==> src/rtl/serializer_stream.sv <==
// Word-to-bit serializer with ready/valid on both sides, a one-word holding buffer for
// gapless back-to-back words, per-word bit order and dropping of too-short words.
module serializer_stream #(
  parameter int DATA_W  = 16,
  parameter int MIN_LEN = 3,
  parameter int MOD_W   = $clog2(DATA_W)
) (
  input  logic              clk_i,
  input  logic              arst_n_i,
  input  logic [DATA_W-1:0] data_i,
  input  logic [MOD_W-1:0]  data_mod_i,
  input  logic              msb_first_i,
  input  logic              data_val_i,
  output logic              data_rdy_o,
  output logic              ser_data_o,
  output logic              ser_data_val_o,
  input  logic              ser_rdy_i,
  output logic              busy_o,
  output logic              drop_o
);
  localparam int LW = MOD_W + 1;

  typedef enum logic {IDLE, SHIFT} state_e;

  state_e            state_q, state_d;
  logic [DATA_W-1:0] sr_q, sr_d;
  logic [LW-1:0]     rem_q, rem_d;
  logic              ord_q, ord_d;
  logic [DATA_W-1:0] hold_data_q, hold_data_d;
  logic [LW-1:0]     hold_len_q, hold_len_d;
  logic              hold_ord_q, hold_ord_d;
  logic              hold_full_q, hold_full_d;
  logic              drop_q, drop_d;

  logic [LW-1:0] len;
  logic          accept, too_short, xfer, last, direct, to_hold;

  // Length 0 encodes a full-width word; compare in MOD_W+1 bits so DATA_W fits.
  assign len       = (data_mod_i == '0) ? LW'(DATA_W) : {1'b0, data_mod_i};
  assign too_short = len < LW'(MIN_LEN);
  assign accept    = data_val_i & ~hold_full_q;
  assign xfer      = (state_q == SHIFT) & ser_rdy_i;
  assign last      = xfer & (rem_q == LW'(1));
  assign direct    = accept & ~too_short & ((state_q == IDLE) | last);
  assign to_hold   = accept & ~too_short & ~direct;

  always_ff @(posedge clk_i or negedge arst_n_i) begin
    if (!arst_n_i) begin
      state_q     <= IDLE;
      sr_q        <= '0;
      rem_q       <= '0;
      ord_q       <= 1'b0;
      hold_data_q <= '0;
      hold_len_q  <= '0;
      hold_ord_q  <= 1'b0;
      hold_full_q <= 1'b0;
      drop_q      <= 1'b0;
    end else begin
      state_q     <= state_d;
      sr_q        <= sr_d;
      rem_q       <= rem_d;
      ord_q       <= ord_d;
      hold_data_q <= hold_data_d;
      hold_len_q  <= hold_len_d;
      hold_ord_q  <= hold_ord_d;
      hold_full_q <= hold_full_d;
      drop_q      <= drop_d;
    end
  end

  always_comb begin
    sr_d        = sr_q;
    rem_d       = rem_q;
    ord_d       = ord_q;
    hold_data_d = hold_data_q;
    hold_len_d  = hold_len_q;
    hold_ord_d  = hold_ord_q;
    hold_full_d = hold_full_q;
    drop_d      = accept & too_short;
    // A direct load can never coincide with a HOLD refill: direct needs HOLD empty.
    if (direct) begin
      sr_d  = data_i;
      rem_d = len;
      ord_d = msb_first_i;
    end else if (last && hold_full_q) begin
      sr_d        = hold_data_q;
      rem_d       = hold_len_q;
      ord_d       = hold_ord_q;
      hold_full_d = 1'b0;
    end else if (xfer) begin
      sr_d  = ord_q ? {sr_q[DATA_W-2:0], 1'b0} : {1'b0, sr_q[DATA_W-1:1]};
      rem_d = rem_q - LW'(1);
    end
    if (to_hold) begin
      hold_data_d = data_i;
      hold_len_d  = len;
      hold_ord_d  = msb_first_i;
      hold_full_d = 1'b1;
    end
    state_d = (rem_d != '0) ? SHIFT : IDLE;
  end

  always_comb begin
    ser_data_val_o = (state_q == SHIFT);
    ser_data_o     = ord_q ? sr_q[DATA_W-1] : sr_q[0];
    busy_o         = (state_q == SHIFT) | hold_full_q;
    data_rdy_o     = ~hold_full_q;
    drop_o         = drop_q;
  end
endmodule

==> config.mk <==
export PLATFORM = sky130hd
export DESIGN_NAME = serializer_stream
export DESIGN_NICKNAME = d
export VERILOG_FILES = /design/src/rtl/serializer_stream.sv
export SDC_FILE = /design/constraint.sdc
export NUM_CORES = 1
export LEC_CHECK = 0
export CAP_MARGIN = 20
export CELL_PAD_IN_SITES_DETAIL_PLACEMENT = 0
export CELL_PAD_IN_SITES_GLOBAL_PLACEMENT = 1
export CORE_UTILIZATION = 39
export DETAILED_ROUTE_END_ITERATION = 8
export GPL_TIMING_DRIVEN = 0
export HOLD_SLACK_MARGIN = 0.15
export PLACE_DENSITY_LB_ADDON = 0.12
export RECOVER_POWER = 25
export SETUP_SLACK_MARGIN = 0.4
export SKIP_LAST_GASP = 1
export SLEW_MARGIN = 20
export SYNTH_ARGS = -nofsm -noshare
export SYNTH_HDL_FRONTEND = slang
export SYNTH_SLANG_ARGS = --single-unit
==> constraint.sdc <==
create_clock -name clk_i -period 2.15 [get_ports clk_i]
set_clock_uncertainty 0.2 [all_clocks]
set_input_delay 0.215 -clock clk_i [delete_from_list [all_inputs] [get_ports clk_i]]
set_output_delay 0.215 -clock clk_i [all_outputs]
set_load 0.03 [all_outputs]
==> summary.md <==
| Metric | Value |
|---|---|
| Status | `complete, but fails checks` |
| Failing checks | `negative setup slack` |
| Avg Cell Area, Syn | `10.4 sq um` |
| Net count, final | `approximately 330` |
| Worst setup SP type | `flop` |
| Global-route wire length before repair | `10400 um` |
| DRT Wirelength | `between 6000 and 7000 um` |
| Max Freq | `around 430 MHz` |
| Worst Hold Class | `in -> reg` |
| Crit path to | `ser_data_val_o` |
| HP Start | `data_mod_i[3]` |
| Top cell family by delay on the critical path | `simple AND/OR/NAND/NOR gates` |
| GRT Util Overall | `21.0%` |
| Longest Clk Path Bufs | `2` |
| Ant diodes | `0` |
| Fin crit period | `roughly 2300 ps` |
| Post-Syn Area | `0.00248 sq mm` |
| Data required time of the worst path | `2120 ps` |
| Clock Latency Late Sink | `300 ps` |
| Reg-to-reg startpoint | `rem_q[1]` |
| Die ar. | `0.00668 sq mm` |
| Clock transition at the registers of the reported paths | `roughly 90 ps` |
| Initial antenna violation count | `0` |
| I/O pin cnt | `30` |
| Hold WS | `203 ps` |
| TritonCTS clock tree | `yes` |
| Initial Util | `~41%` |
| Rows | `28` |
| Vias in the first global route | `around 2k` |
| Largest area contributor in the netlist | `dfrtp_1` |
| Fin crit share | `108%` |
| FF/Latch Area | `~0.0012 sq mm` |
| Pleak | `0.00160 uW` |
| CP Buf/Inv Count | `1` |
| Die H | `slightly above 80 um` |
| Max stage delay on crit path | `470 ps` |
| Non-filler cells, final | `376` |
| Critical-path cell list | `inv_2, ha_4, nand2b_4, o21a_1, or3_4, a221oi_2, or4b_1` |
| Most common cell after layout, fill and taps aside | `dfrtp_1` |
| Yosys warning count | `0` |
| Worst path slowest cell | `or4b_1` |
| Layout cells sized above 1 | `32.6%` |
| Gr ovfl total | `0` |
| Final Max Tran Viols | `0` |
| Drt first pass iters | `4` |
| Commonest cells after routing, fill and taps aside | `dfrtp_1 (45), nand2_1 (32), nor2_1 (19), clkdlybuf4s50_1 (19)` |
| Area of the multi-input gates | `0.00141 sq mm` |
| Synth top area cells | `dfrtp_1 (47%), mux2_2 (10%), mux2i_1 (5.7%)` |
| Vias | `around 2.1k` |
| Async SR Flop Fraction | `100%` |
| Crit path depth | `7` |
| Avg WL per Cell | `17.3 um` |
| Final hold viol count | `0` |
| Setup violators final | `23` |
| Max Cap Violations | `0` |
| CTS Buf Count | `5` |
| CP arrival | `2290 ps` |
| Syn Nets | `266` |
| Sequential area share after synthesis | `47.4%` |
| Critical Path Start | `rem_q[1]` |
| CTS H-Tree Depth | `2` |
| Critical path endpoint category | `flop` |
| Clock Sinks | `47` |
| Post-synthesis to final-layout area growth | `41.9%` |
| Placed cells | `343` |
| Top FF cell, synth | `dfrtp_1` |
| Placer congestion estimate | `between 0.7 and 0.8` |
| Area share of the leading cell type in the synthesized netlist | `between 40% and 50%` |
| Flops & latches, synth | `47` |
| Vias per cell | `5.55` |
| Worst R2R End | `ser_data_val_o` |
| VDD IR max | `551 uV` |
| Largest net degree at the start of global routing | `48` |
| Setup CP Type | `reg -> reg` |
| Routed Antenna Nets | `0` |
| Unrepaired setup endpoints after global routing | `true` |
| Library cells used by synthesis | `45` |
| Iter 0 DRT Violations | `66` |
| Final Worst Setup Slack | `-173 ps` |
| R2r setup slk | `-170 ps` |
| IO Port Bufs | `29` |
| Hold depth | `2` |
| Clk root buf | `clkbuf_8` |
| Setup TNS | `-2950 ps` |
| PD cells | `1270 mW/mm^2` |
| Crit Path Max Fanout | `4` |
| Die X | `between 80 and 90 um` |
| Post-Route Utilization | `between 50% and 60%` |
| FF-to-FF path depth | `7` |
| Slew margin rel. | `between 10% and 20%` |
| Tightest Pin Transition | `1220 ps` |
| Core area | `0.00603 sq mm` |
| Synth Instances | `approximately 240` |
| Post-DP HPWL | `4130 um` |
| EDFF count, synth | `0` |
| Filler instances | `545` |
| DRC viols | `0` |
-- worst register-to-register path, stage by stage (launching register included) --
cell and delay [ps]:
dfrtp_1 400, inv_2 80, ha_4 150, nand2b_4 80, o21a_1 240, or3_4 340, a221oi_2 230, or4b_1 470
-- synth_stat cells, types with 2 or more instances --
cell type and instances:
mux2i_1 14, nand2b_1 2, ha_1 2, a2bb2oi_1 2
and2_1 2, mux2_2 23, clkbuf_1 10, nor2_1 21
nand2_1 33, a31oi_1 14, o21ai_0 6, and3_1 2
a21o_1 3, o211ai_1 14, dfrtp_1 47, or3_1 2
buf_1 2, nand3_1 8, inv_1 4, a22o_1 2
xor2_1 2
-- state kept, by name, indices dropped and copies added, names as in the netlist --
register	count
hold_data_q	16
drop_o	1
hold_full_q	1
ord_q	1
rem_q	5
ser_data_val_o	1
sr_q	16
hold_len_q	5
hold_ord_q	1
-- per-stage QoR --
step           total power [uW]  cell area (sq um)  setup slack [ps]
3_3_place_gp               3210               2920              -988
2_1_floorplan              2780               2540              -102
5_1_grt                    4760               3520              -273
4_1_cts                    4200               3350              -145
3_5_place_dp               3230               2920              -559
6_report                   4470               3520              -173
-- report_power, final --
group / switching (uW) / internal (uW) / total (uW)
sequential: 289 / 1290 / 1580
clock: 299 / 294 / 593
combinational: 987 / 1310 / 2290
total: 1580 / 2890 / 4470
-- cell families (layout without fill, tap and decap cells) --
group	count (synthesis)	count (layout)	share of synthesized area [%]
muxes	38	38	16.7
AOI/OAI and AO/OA	51	51	14.6
xor gates and xnor gates	3	3	1.06
adders and majority gates	2	2	1.01
DFF	47	47	47.4
buffers and inverters	18	80	2.93
and+or+nand+nor	80	80	16.3
-- how the worst min path moves through the flow --
stage / endpoint
floorplan: drop_o
global placement: hold_data_q[15]
detailed placement: ser_data_val_o
CTS: hold_len_q[3]
global route: hold_len_q[3]
finish: hold_len_q[3]
-- final cells by class --
cell class | count | area share (%)
Inverter | 4 | 0.427
Buffer | 14 | 5.40
Timing Repair Buffer | 54 | 15.3
Multi-Input combinational cell | 174 | 39.9
Sequential cell | 47 | 33.5
Clock buffer | 8 | 2.84
Tap cell | 75 | 2.67
-- layer usage --
| layer | global-route usage (%) | share of wire, % | vias to the layer above |
|---|---|---|---|
| li1 | - | - | 989 |
| met1 | 30.7 | 50 | 1049 |
| met5 | 0 | 0 | - |
| met2 | 31.0 | 45 | 41 |
| met4 | 7.54 | 1.5 | 0 |
| met3 | 3.78 | 3.4 | 9 |
-- timing repair --
item                                    4_1_cts  5_1_grt
pin swaps                                     5        5
endpoints found under the setup margin       48       48
buffers inserted                             10       12
hold buffers                                  1        0
hold endpoints to repair                     47        0
gates resized for setup                      62       32
gates cloned                                  2        0
No activity file was read; power rests on OpenSTA's default activity.
